--- src/rtl/mc_ctrl.sv ---
// mc_ctrl: multi-cycle control sequencer for the MIPS-subset datapath.
// Walks each instruction through IF/ID/EX/MEM/WB style states, stalls on
// mem_ready in the memory states and traps on unsupported encodings.
module mc_ctrl (
  input  logic       clk,
  input  logic       rst_n,
  input  logic [5:0] OpCode,
  input  logic [5:0] funct,
  input  logic       Zero,
  input  logic       mem_ready,
  output logic       PCWr,
  output logic [1:0] PCSource,
  output logic       IorD,
  output logic       IRWrite,
  output logic       MemR,
  output logic       MemW,
  output logic       Mem2R,
  output logic       RegDst,
  output logic       RegW,
  output logic       ALUSrcA,
  output logic [1:0] Alusrc,
  output logic [1:0] ExtOp,
  output logic [4:0] Aluctrl,
  output logic       InsRet,
  output logic       Illegal,
  output logic [3:0] State
);

  // Opcodes (standard MIPS encodings)
  localparam logic [5:0] OP_RTYPE = 6'b000000;
  localparam logic [5:0] OP_ORI   = 6'b001101;
  localparam logic [5:0] OP_SLTI  = 6'b001010;
  localparam logic [5:0] OP_LUI   = 6'b001111;
  localparam logic [5:0] OP_LW    = 6'b100011;
  localparam logic [5:0] OP_SW    = 6'b101011;
  localparam logic [5:0] OP_BEQ   = 6'b000100;
  localparam logic [5:0] OP_BNE   = 6'b000101;
  localparam logic [5:0] OP_J     = 6'b000010;

  // R-type function codes
  localparam logic [5:0] FN_ADD  = 6'b100000;
  localparam logic [5:0] FN_ADDU = 6'b100001;
  localparam logic [5:0] FN_SUB  = 6'b100010;
  localparam logic [5:0] FN_SUBU = 6'b100011;
  localparam logic [5:0] FN_AND  = 6'b100100;
  localparam logic [5:0] FN_OR   = 6'b100101;
  localparam logic [5:0] FN_SLT  = 6'b101010;
  localparam logic [5:0] FN_SLL  = 6'b000000;
  localparam logic [5:0] FN_SRL  = 6'b000010;

  // ALU operation codes
  localparam logic [4:0] ALUOP_NOP  = 5'd0;
  localparam logic [4:0] ALUOP_ADDU = 5'd1;
  localparam logic [4:0] ALUOP_ADD  = 5'd2;
  localparam logic [4:0] ALUOP_SUBU = 5'd3;
  localparam logic [4:0] ALUOP_SUB  = 5'd4;
  localparam logic [4:0] ALUOP_AND  = 5'd5;
  localparam logic [4:0] ALUOP_OR   = 5'd6;
  localparam logic [4:0] ALUOP_SLL  = 5'd7;
  localparam logic [4:0] ALUOP_SRL  = 5'd8;
  localparam logic [4:0] ALUOP_SLT  = 5'd9;
  localparam logic [4:0] ALUOP_EQL  = 5'd10;
  localparam logic [4:0] ALUOP_BNE  = 5'd11;

  // Immediate extension codes
  localparam logic [1:0] EXT_ZERO    = 2'd0;
  localparam logic [1:0] EXT_SIGNED  = 2'd1;
  localparam logic [1:0] EXT_HIGHPOS = 2'd2;

  typedef enum logic [3:0] {
    S_INIT = 4'd0,
    S_IF   = 4'd1,
    S_ID   = 4'd2,
    S_EX   = 4'd3,
    S_WB   = 4'd4,
    S_MA   = 4'd5,
    S_MR   = 4'd6,
    S_LWB  = 4'd7,
    S_MW   = 4'd8,
    S_BR   = 4'd9,
    S_J    = 4'd10,
    S_TRAP = 4'd11
  } state_t;

  state_t state_r;
  state_t next_state_s;
  logic   illegal_r;

  // Legal R-type function codes; anything else traps.
  function automatic logic funct_legal(input logic [5:0] fn);
    case (fn)
      FN_ADD, FN_ADDU, FN_SUB, FN_SUBU, FN_AND,
      FN_OR, FN_SLT, FN_SLL, FN_SRL: funct_legal = 1'b1;
      default:                       funct_legal = 1'b0;
    endcase
  endfunction

  // funct -> ALU operation, same mapping as the single-cycle decoder.
  function automatic logic [4:0] funct_alu(input logic [5:0] fn);
    case (fn)
      FN_ADD:  funct_alu = ALUOP_ADD;
      FN_ADDU: funct_alu = ALUOP_ADDU;
      FN_SUB:  funct_alu = ALUOP_SUB;
      FN_SUBU: funct_alu = ALUOP_SUBU;
      FN_AND:  funct_alu = ALUOP_AND;
      FN_OR:   funct_alu = ALUOP_OR;
      FN_SLT:  funct_alu = ALUOP_SLT;
      FN_SLL:  funct_alu = ALUOP_SLL;
      FN_SRL:  funct_alu = ALUOP_SRL;
      default: funct_alu = ALUOP_ADDU;
    endcase
  endfunction

  // State register with synchronous active-low reset.
  always_ff @(posedge clk) begin
    if (!rst_n) begin
      state_r <= S_INIT;
    end else begin
      state_r <= next_state_s;
    end
  end

  // Sticky trap flag, set on the edge that enters TRAP, cleared only by reset.
  always_ff @(posedge clk) begin
    if (!rst_n) begin
      illegal_r <= 1'b0;
    end else if (next_state_s == S_TRAP) begin
      illegal_r <= 1'b1;
    end else begin
      illegal_r <= illegal_r;
    end
  end

  // Next-state and control decode from current state, opcode/funct and handshakes.
  always_comb begin
    next_state_s = S_INIT;
    PCWr     = 1'b0;
    PCSource = 2'b00;
    IorD     = 1'b0;
    IRWrite  = 1'b0;
    MemR     = 1'b0;
    MemW     = 1'b0;
    Mem2R    = 1'b0;
    RegDst   = 1'b0;
    RegW     = 1'b0;
    ALUSrcA  = 1'b0;
    Alusrc   = 2'b00;
    ExtOp    = EXT_ZERO;
    Aluctrl  = ALUOP_ADDU;
    InsRet   = 1'b0;

    case (state_r)
      S_INIT: begin
        Aluctrl      = ALUOP_NOP;
        next_state_s = S_IF;
      end
      S_IF: begin
        MemR = 1'b1;
        if (mem_ready) begin
          IRWrite      = 1'b1;
          PCWr         = 1'b1;
          Alusrc       = 2'b01;
          next_state_s = S_ID;
        end else begin
          next_state_s = S_IF;
        end
      end
      S_ID: begin
        // Branch target (PC+4 + imm<<2) is computed here into ALUOut.
        Alusrc  = 2'b11;
        ExtOp   = EXT_SIGNED;
        Aluctrl = ALUOP_ADD;
        case (OpCode)
          OP_RTYPE: next_state_s = funct_legal(funct) ? S_EX : S_TRAP;
          OP_ORI, OP_SLTI, OP_LUI: next_state_s = S_EX;
          OP_LW, OP_SW:            next_state_s = S_MA;
          OP_BEQ, OP_BNE:          next_state_s = S_BR;
          OP_J:                    next_state_s = S_J;
          default:                 next_state_s = S_TRAP;
        endcase
      end
      S_EX: begin
        ALUSrcA = 1'b1;
        case (OpCode)
          OP_RTYPE: begin
            Alusrc  = 2'b00;
            Aluctrl = funct_alu(funct);
          end
          OP_ORI: begin
            Alusrc  = 2'b10;
            ExtOp   = EXT_ZERO;
            Aluctrl = ALUOP_OR;
          end
          OP_SLTI: begin
            Alusrc  = 2'b10;
            ExtOp   = EXT_SIGNED;
            Aluctrl = ALUOP_SLT;
          end
          OP_LUI: begin
            Alusrc  = 2'b10;
            ExtOp   = EXT_HIGHPOS;
            Aluctrl = ALUOP_ADDU;
          end
          default: begin
            Alusrc  = 2'b00;
            Aluctrl = ALUOP_ADDU;
          end
        endcase
        next_state_s = S_WB;
      end
      S_WB: begin
        RegW         = 1'b1;
        RegDst       = (OpCode == OP_RTYPE);
        InsRet       = 1'b1;
        next_state_s = S_IF;
      end
      S_MA: begin
        ALUSrcA      = 1'b1;
        Alusrc       = 2'b10;
        ExtOp        = EXT_SIGNED;
        Aluctrl      = ALUOP_ADD;
        next_state_s = (OpCode == OP_SW) ? S_MW : S_MR;
      end
      S_MR: begin
        MemR         = 1'b1;
        IorD         = 1'b1;
        next_state_s = mem_ready ? S_LWB : S_MR;
      end
      S_LWB: begin
        RegW         = 1'b1;
        Mem2R        = 1'b1;
        InsRet       = 1'b1;
        next_state_s = S_IF;
      end
      S_MW: begin
        MemW = 1'b1;
        IorD = 1'b1;
        if (mem_ready) begin
          InsRet       = 1'b1;
          next_state_s = S_IF;
        end else begin
          next_state_s = S_MW;
        end
      end
      S_BR: begin
        ALUSrcA      = 1'b1;
        Alusrc       = 2'b00;
        Aluctrl      = (OpCode == OP_BNE) ? ALUOP_BNE : ALUOP_EQL;
        PCSource     = 2'b01;
        PCWr         = Zero;
        InsRet       = 1'b1;
        next_state_s = S_IF;
      end
      S_J: begin
        PCWr         = 1'b1;
        PCSource     = 2'b10;
        InsRet       = 1'b1;
        next_state_s = S_IF;
      end
      S_TRAP: begin
        Aluctrl      = ALUOP_NOP;
        next_state_s = S_TRAP;
      end
      default: begin
        Aluctrl      = ALUOP_NOP;
        next_state_s = S_INIT;
      end
    endcase
  end

  assign Illegal = illegal_r;
  assign State   = state_r;

endmodule

--- config.mk ---
export PLATFORM = sky130hd
export DESIGN_NAME = mc_ctrl
export DESIGN_NICKNAME = d
export VERILOG_FILES = /design/src/rtl/mc_ctrl.sv
export SDC_FILE = /design/constraint.sdc
export NUM_CORES = 1
export LEC_CHECK = 0
export ABC_CLOCK_PERIOD_IN_PS = 4000
export BUFFER_PORTS_ARGS = -buffer_cell sky130_fd_sc_hd__buf_2
export CAP_MARGIN = 20
export CORE_MARGIN = 5
export CORE_UTILIZATION = 50
export CTS_CLUSTER_DIAMETER = 40
export DETAILED_ROUTE_END_ITERATION = 8
export PLACE_DENSITY = 0.84
export SLEW_MARGIN = 40
export SYNTH_ARGS = -nofsm -noshare
export SYNTH_HDL_FRONTEND = slang
export SYNTH_SLANG_ARGS = --single-unit
--- constraint.sdc ---
create_clock -name clk -period 4 [get_ports clk]
set_input_delay 0 -clock clk [delete_from_list [all_inputs] [get_ports clk]]
set_output_delay 0 -clock clk [all_outputs]
set_load 0.02 [all_outputs]
; ---- Word level (Yosys, flattened, before mapping)
; Index checks and enable logic that the tools add are counted.
[word_totals]
ff_bits = 5
inputBits = 16
word_cells = 76
[op_classes]
eq_ne = 28
muxes = 31
reduce_logical = 15
[op_table]
columns = operator, n
row1 = $pmux 4 s8, 2
row2 = $eq 6x6->1 const B, 9
row3 = $eq 4x4->1 const B, 5
row4 = $pmux 4 s5, 1
row5 = $pmux 5 s4, 1
row6 = $eq 6x4->1 const B, 3
row7 = $eq 4x3->1 const B, 4
row8 = $mux 1, 15
row9 = $pmux 5 s3, 1
row10 = $eq 6x2->1 const B, 2
row11 = $eq 6x3->1 const B, 2
row12 = $logic_not 6->1, 2
row13 = $mux 4, 3
row14 = $pmux 2 s2, 3
row15 = $reduce_or 2->1, 6
row16 = $reduce_or 9->1, 1
row17 = $eq 4x2->1 const B, 2
row18 = $pmux 2 s4, 1
row19 = $reduce_or 3->1, 2
row20 = $reduce_or 6->1, 1
row21 = $reduce_or 5->1, 1
row22 = $eq 4x1->1 const B, 1
row23 = $logic_not 4->1, 1
row24 = $mux 2, 2
row25 = 3 further kinds, 3

; ---- Longest topological paths before layout
; Gate-level depths: netlist of the first run.
[logic_depth]
word_depth = 9
mapped_depth = 7

; ---- Worst setup path before layout of the first run
; OpenSTA, ideal clock, no wires.
[synth_timing]
path_type = flip-flop to output port
startpoint = register state_r[3] (netlist: State[3])
endpoint = output port PCWr
t_arrival_ns = 1.759
required_time_ns = 4.000
slack_ns = 2.241
path_stages_with_launch = 6
n_path_buf = 2
cell_sequence = dfxtp_1 buf_2 nand2b_1 clkbuf_1 nor3_1 a211o_1
[synth_between]
elab_chain_len = 2
elab_cells_between_ends = 4
classes_between = eq/ne (3) / mux (1)
[synth_rtl]
columns = element, line
row1 = "start, declared", 85  ; state_t state_r;
row2 = "start signal, assigned", 119  ; state_r <= next_state_s;
row3 = $eq 4x4->1 or $eq 4x1->1 (tied branches), 152  ; case (state_r)
row4 = $pmux 1 s3 (*), 152
row5 = "end, declared", 11  ; output logic PCWr,
; Mark *: on every way between the ends. The rest lies on a longest branch, timed or not.

; ---- Worst setup path in the final report of the first run
[layout_timing]
startpoint = register state_r[1] (netlist: State[1])
endpoint = register illegal_r (netlist: Illegal)
[layout_between]
elab_chain_len = 4
elab_cells_between_ends = 15
classes_between = eq/ne (12) / mux (1) / reduce/logical (2)
[layout_rtl]
columns = element, line
row1 = $eq 4x4->1 (tied with other cells), 152
row2 = $reduce_or 5->1 (no line), -
row3 = $pmux 4 s8 (*), 152
row4 = $eq 4x4->1 (*), 127  ; end else if (next_state_s == S_TRAP) begin
row5 = "end signal, assigned", 130  ; illegal_r <= illegal_r;
row6 = "end, declared", 87  ; logic illegal_r;
; Marked as above.
; A chain may end at the register's enable or synchronous reset.

==> results by group, run 1 <==
Power
  • Combinational share of power: 0.467
  • Power Internal: 0.134 mW
  • Max IR drop VDD: 163 uV
  • Register share of total power: 0.273
  • Clock share of power: 0.260
  • Leakage: 0.552 nW
  • NetSw: 0.110 mW
  • Sw frac: 0.451
  • Pwr dens: 214 mW/mm^2

Synth
  • Adder-cell share of the synthesized area: 0
  • Post-Syn Nets: 164
  • Post-synthesis compound-gate area fraction: 0.276
  • Synthesized area: 946 um^2
  • Mean Syn Cell Area: 6.39 um^2
  • Synth cell types: 51
  • FFs w/ async S/R, synth: 0
  • Synth warnings: 0
  • Post-synth EDFFs: 0
  • Post-synthesis mux area share: 0.0238
  • Post-Synth Simple-Gate Area: 0.454
  • Main combinational cell family by area after synthesis: simple AND/OR/NAND/NOR gates
  • Xor-xnor portion of the synthesized cell area: 0.0370
  • Main synth FF type: dfxtp_1
  • Seq/Total Area, Yosys: 0.106
  • Synth Instances: 148
  • Yosys reg bits: 5

Timing
  • Fin Setup TNS: 0 ns
  • Fin crit share: 0.544
  • Unrepaired setup endpoints after global routing: false
  • Minimum clock period: 2.17 ns
  • Worst-Margin Slew: 0.742 ns
  • Hold_ws: 0.256 ns
  • Fmax: 0.460 GHz
  • Relative slew slack: 0.504
  • Final Max Slew Viols: 0
  • Final setup fails: 0
  • Skew final: 0.00929 ns
  • Final count of hold timing violations: 0

Finish
  • Share of cells above drive strength 1: 0.286
  • P&R area growth vs syn: 20.8%
  • # nets final: 199
  • Ant diodes: 0

Drt
  • DRT Pass-1 Iters: 4
  • DR iter-0 viols: 69
  • ANT nets after route: 0
  • Via count: 1261
  • DRC viols: 0
  • Wirelength per Cell: 14.1 um
  • Vias per cell: 6.09
  • WL final: 2.92 mm

Global routing
  • Vias in the first global route: 1052
  • Total grt overflow: 0
  • First-pass GRT wire length: 4.74 mm
  • Tot GR Track Use: 0.227
  • Pin count of the biggest net entering global routing: 26
  • Initial antenna violation count: 0

CTS
  • Worst skew pair latency: 0.26 ns
  • # resized after CTS: 0
  • CTS Root Buffer Type: clkbuf_4
  • CTS tree: done
  • Post-CTS Hold Fix Bufs: 1
  • Clk buf depth: 2
  • H-tree depth: 1
  • CTS buffer count: 3
  • Worst-path clk slew: 0.05 ns
  • Post-CTS setup repair buffer count: 0
  • CTS Sinks: 5

Place
  • DP Wirelength: 2.27 mm
  • GP Congestion: 0.836
  • Number of port buffers: 40

Setup path
  • CP Capture Type: register
  • Crit path max fanout: 25
  • CP startpoint kind: register
  • Data required time of the worst path: 4.12 ns
  • Worst Path Arrival: 2.29 ns
  • Launch point of the worst path: State[1]$_SDFF_PN0_
  • Reg-to-Reg Start: State[1]$_SDFF_PN0_
  • Crit Path Category: reg2reg

Floorplanning
  • Die Y: 53.5 um
  • Core area: 0.00176 mm^2
  • Initial core utilization: 0.536
  • Die Wd: 53.5 um
  • IO Pins: 42
  • Die area: 0.00286 mm^2
  • Row Count: 15

Job
  • Max-cap viol count: 0

Run status
  • Outcome: finished, final reports clean

Worst hold path
  • Min-delay worst type: in2reg
  • Hold Startpoint: mem_ready
-- metal layers --
| layer | vias to the layer above | GRT usage | part of all wire |
|---|---|---|---|
| met4 | 0 | 0.119 | 0.023 |
| met2 | 72 | 0.369 | 0.46 |
| li1 | 614 | - | - |
| met3 | 9 | 0.0451 | 0.12 |
| met1 | 566 | 0.276 | 0.39 |
| met5 | - | 0 | 0 |
-- cell usage in the layout, fill, tap and decap left out, types with 3 or more instances in the layout --
cell type | netlist | layout
a211o_1 | 3 | 3
a21oi_1 | 9 | 9
and3_1 | 3 | 3
buf_2 | 3 | 40
clkbuf_4 | 0 | 3
dfxtp_1 | 5 | 5
inv_1 | 5 | 5
nand2_1 | 12 | 12
nand2b_1 | 3 | 3
nand3_1 | 5 | 5
nand3b_1 | 3 | 3
nand4_1 | 3 | 3
nor2_1 | 21 | 21
nor2b_1 | 4 | 4
nor3_1 | 10 | 10
nor4_1 | 3 | 3
o21ai_0 | 7 | 7
o21ai_1 | 5 | 5
-- sequential cells by signal, indices dropped and copies added (netlist names) --
signal / flops
State: 4
Illegal: 1
-- kinds of logic after synthesis --
kind of cell	after synthesis
and+or+nand+nor	80
other	1
DFF	5
muxes	2
buffers and inverters	17
xor gates and xnor gates	4
AOI/OAI and AO/OA	39
-- cell usage after synthesis (all sizes together) (3+ instances only) --
cell | n | area, um^2
nand4 | 3 | 18.8
a21oi | 9 | 45.0
clkbuf | 4 | 15.0
nor2b | 4 | 25.0
nand2 | 12 | 45.0
nor4 | 3 | 18.8
nand3b | 3 | 22.5
a211o | 3 | 26.3
o21ai | 12 | 60.1
nor2 | 21 | 78.8
dfxtp | 5 | 100
inv | 6 | 22.5
nor3 | 11 | 60.1
nand3 | 5 | 25.0
and3 | 3 | 18.8
nand2b | 3 | 18.8
buf | 7 | 56.3
-- metrics by stage --
step	area, um^2	worst slack, ns	power [mW]	std cells	util
2_1_floorplan	946	2.24	0.144	148	-
3_3_place_gp	1110	2.15	0.175	202	0.627
3_5_place_dp	1110	1.95	0.179	202	0.627
4_1_cts	1140	1.89	0.246	207	0.648
5_1_grt	1140	1.61	0.263	207	0.648
6_report	1140	1.83	0.244	207	0.648
-- critical path, stage by stage, from the launching register on --
cell and delay (ns):
dfxtp_1 0.80, and2b_1 0.25, nand2_1 0.11, a311oi_1 0.31, o31ai_1 0.15, o41ai_1 0.41
-- path summary, 6_finish.rpt --
path                            slack (ns)  cells after the start                   end
worst max register to register        1.83                      5  Illegal$_SDFFE_PN0N_
worst min-delay path                  0.26                      5   State[0]$_SDFF_PN0_
worst min register to register        0.49                      2  Illegal$_SDFFE_PN0N_
worst max-delay path                  1.83                      5  Illegal$_SDFFE_PN0N_
-- layout make-up --
| class | instances | area (um^2) |
|---|---|---|
| clock buffer | 4 | 26.3 |
| fill | 188 | 622 |
| multi-input combinational | 126 | 752 |
| timing repair buffer | 41 | 210 |
| sequential | 5 | 100 |
| inverter | 6 | 22.5 |
| tap | 25 | 31.3 |
-- power by group through the flow --
stage	clock network, mW	logic, mW	registers, mW
after floorplan	0	0.0841	0.0602
after global placement	0	0.108	0.0669
after detailed placement	0	0.112	0.0672
after CTS	0.0663	0.113	0.0662
after global routing	0.0698	0.125	0.0686
final	0.0633	0.114	0.0667
No activity file was read; power rests on OpenSTA's default activity.
==> run 2: changes to the inputs <==
--- a/config.mk
+++ b/config.mk
@@ -5,14 +5,14 @@
 export SDC_FILE = /design/constraint.sdc
 export NUM_CORES = 1
 export LEC_CHECK = 0
-export ABC_CLOCK_PERIOD_IN_PS = 4000
+export ABC_CLOCK_PERIOD_IN_PS = 2000
 export BUFFER_PORTS_ARGS = -buffer_cell sky130_fd_sc_hd__buf_2
 export CAP_MARGIN = 20
 export CORE_MARGIN = 5
-export CORE_UTILIZATION = 50
+export CORE_UTILIZATION = 42
 export CTS_CLUSTER_DIAMETER = 40
 export DETAILED_ROUTE_END_ITERATION = 8
-export PLACE_DENSITY = 0.84
+export PLACE_DENSITY = 0.75
 export SLEW_MARGIN = 40
 export SYNTH_ARGS = -nofsm -noshare
 export SYNTH_HDL_FRONTEND = slang
==> constraint.sdc (replaced) <==
create_clock -name clk -period 2 [get_ports clk]
set_input_delay 0 -clock clk [delete_from_list [all_inputs] [get_ports clk]]
set_output_delay 0 -clock clk [all_outputs]
set_load 0.02 [all_outputs]
==> run 2 against run 1 <==
Against the previous run: combinational power grew 120%; die area grew 15%; clock power grew 93%.
==> results by group, run 2 (synthesized netlist as in run 1, its figures left out) <==
Timing
  • Skew final: 0.00274 ns (-0.00655 ns)
  • Final setup margin: 0.154 ns (-1.67 ns)
  • Minimum clock period: 1.85 ns
  • Unrepaired setup endpoints after global routing: false
  • Fin crit share: 0.923
  • Fmax: 0.542 GHz
  • Worst-Margin Slew: 0.528 ns (-0.214 ns)
  • Fin Setup TNS: 0 ns (unchanged)
  • Final count of hold timing violations: 0 (unchanged)
  • Final Max Slew Viols: 0 (unchanged)
  • Relative slew slack: 0.648 (+0.143)
  • Final setup fails: 0 (unchanged)

Place
  • Number of port buffers: 40 (unchanged)
  • GP Congestion: 0.895 (+7.1%)
  • DP Wirelength: 2.28 mm (+0.68%)
  • Setup WS pre-CTS: 0.189 ns (-1.76 ns)

Global routing
  • Pin count of the biggest net entering global routing: 18 (-31%)
  • Vias in the first global route: 1097 (+4.3%)
  • Initial antenna violation count: 0 (unchanged)
  • Tot GR Track Use: 0.174 (-0.0528)
  • Total grt overflow: 0 (unchanged)
  • First-pass GRT wire length: 4.77 mm (+0.57%)

Finish
  • Most common cell after layout, fill and taps aside: buf_2
  • Leading cell types in the layout, fill and taps excluded: 40 x buf_2, 20 x nor2_1, 12 x nand2_1
  • Share of cells above drive strength 1: 0.310 (+0.0244)
  • Final core occ: 0.541 (-0.106)
  • Number of flip-flops in the largest register: 4 (unchanged)
  • Ant diodes: 0 (unchanged)
  • P&R area growth vs syn: 25.4%
  • # nets final: 204 (+2.5%)

Drt
  • Wirelength per Cell: 13.4 um (-4.7%)
  • DRT Pass-1 Iters: 4 (unchanged)
  • Vias per cell: 5.57 (-8.5%)
  • WL final: 2.89 mm (-1.1%)
  • ANT nets after route: 0 (unchanged)
  • DRC viols: 0 (unchanged)
  • Via count: 1198 (-5.0%)
  • DR iter-0 viols: 27 (-61%)

Floorplanning
  • Initial core utilization: 0.432 (-0.104)
  • Core area: 0.00219 mm^2 (+24%)
  • Die Y: 57.5 um (+7.4%)
  • IO Pins: 42 (unchanged)
  • Row Count: 17 (+2)
  • Die area: 0.00330 mm^2 (+15%)
  • Die Wd: 57.5 um (+7.4%)

CTS
  • H-tree depth: 1 (unchanged)
  • CTS tree: done
  • Worst-path clk slew: 0.04 ns (about the same)
  • Post-CTS setup repair buffer count: 0 (unchanged)
  • Clk buf depth: 2 (unchanged)
  • CTS buffer count: 3 (unchanged)
  • Worst skew pair latency: 0.25 ns (about the same)
  • CTS Sinks: 5 (unchanged)
  • CTS Root Buffer Type: clkbuf_4

Power
  • Pwr dens: 414 mW/mm^2 (+94%)
  • Max IR drop VDD: 340 uV (+110%)
  • Tot Pwr: 0.491 mW (+100%)
  • Leakage: 0.577 nW (+4.5%)

Setup path
  • Crit path max fanout: 17 (-32%)
  • Worst Path Arrival: 1.85 ns (-0.44 ns)
  • Data required time of the worst path: 2.00 ns (-2.12 ns)
  • Crit Path Category: reg2out
  • CP Capture Type: primary output
  • CP startpoint kind: register

Run status
  • Outcome: finished, final reports clean

Job
  • Max-cap viol count: 0 (unchanged)

Worst hold path
  • Min-delay worst type: in2reg
## run 2: changes by cell type in the layout (fill, tap and decap cells not counted)
cell	before	now
nor2_2	0	1
nor2_1	21	20
buf_4	0	5
## run 2: power breakdown
part | switching (mW) | internal [mW]
Clock | 0.0460 | 0.0757
Combinational | 0.159 | 0.0937
Sequential | 0.0109 | 0.106
## run 2: final timing paths
path / from / end / slack [ns] / depth (start not counted)
min: mem_ready / State[0]$_SDFF_PN0_ / 0.25 / 5
max: State[2]$_SDFF_PN0_ / InsRet / 0.15 / 5
max reg2reg: State[2]$_SDFF_PN0_ / Illegal$_SDFFE_PN0N_ / 0.21 / 6
min reg2reg: Illegal$_SDFFE_PN0N_ / Illegal$_SDFFE_PN0N_ / 0.46 / 2
## run 2: final cells by class
class,count,area (um^2)
repair buffers,46,248
inverters,6,22.5
multi-input cells,126,754
flip-flops and latches,5,100
fillers,223,1000
well taps,28,35.0
clock buffers,4,26.3
## run 2: stage by stage
step / hold slack [ns] / area (um^2) / std cells
2_1_floorplan: 0.107 / 946 / 148
3_3_place_gp: 0.256 / 1150 / 210
3_5_place_dp: 0.259 / 1150 / 210
4_1_cts: 0.237 / 1180 / 215
5_1_grt: 0.280 / 1190 / 215
6_report: 0.252 / 1190 / 215
## run 2: worst max-delay path, stage by stage (launching register included)
cell,delay [ns]
dfxtp_1,0.64
nand2b_1,0.13
buf_4,0.18
mux2_1,0.32
a21oi_1,0.15
buf_2,0.17
## run 2: repair_timing
item | CTS | global route
hold buffers | 1 | 0
resized for setup | 0 | 1
endpoints found under the setup margin | 0 | 1
endpoints found under the hold margin | 1 | 0
## run 2: metal layers
layer / vias up / GRT usage / part of all wire
li1: 621 / - / -
met1: 542 / 0.228 / 0.47
met2: 33 / 0.302 / 0.46
met3: 2 / 0.0204 / 0.059
met4: 0 / 0.0397 / 0.0087
met5: - / 0 / 0
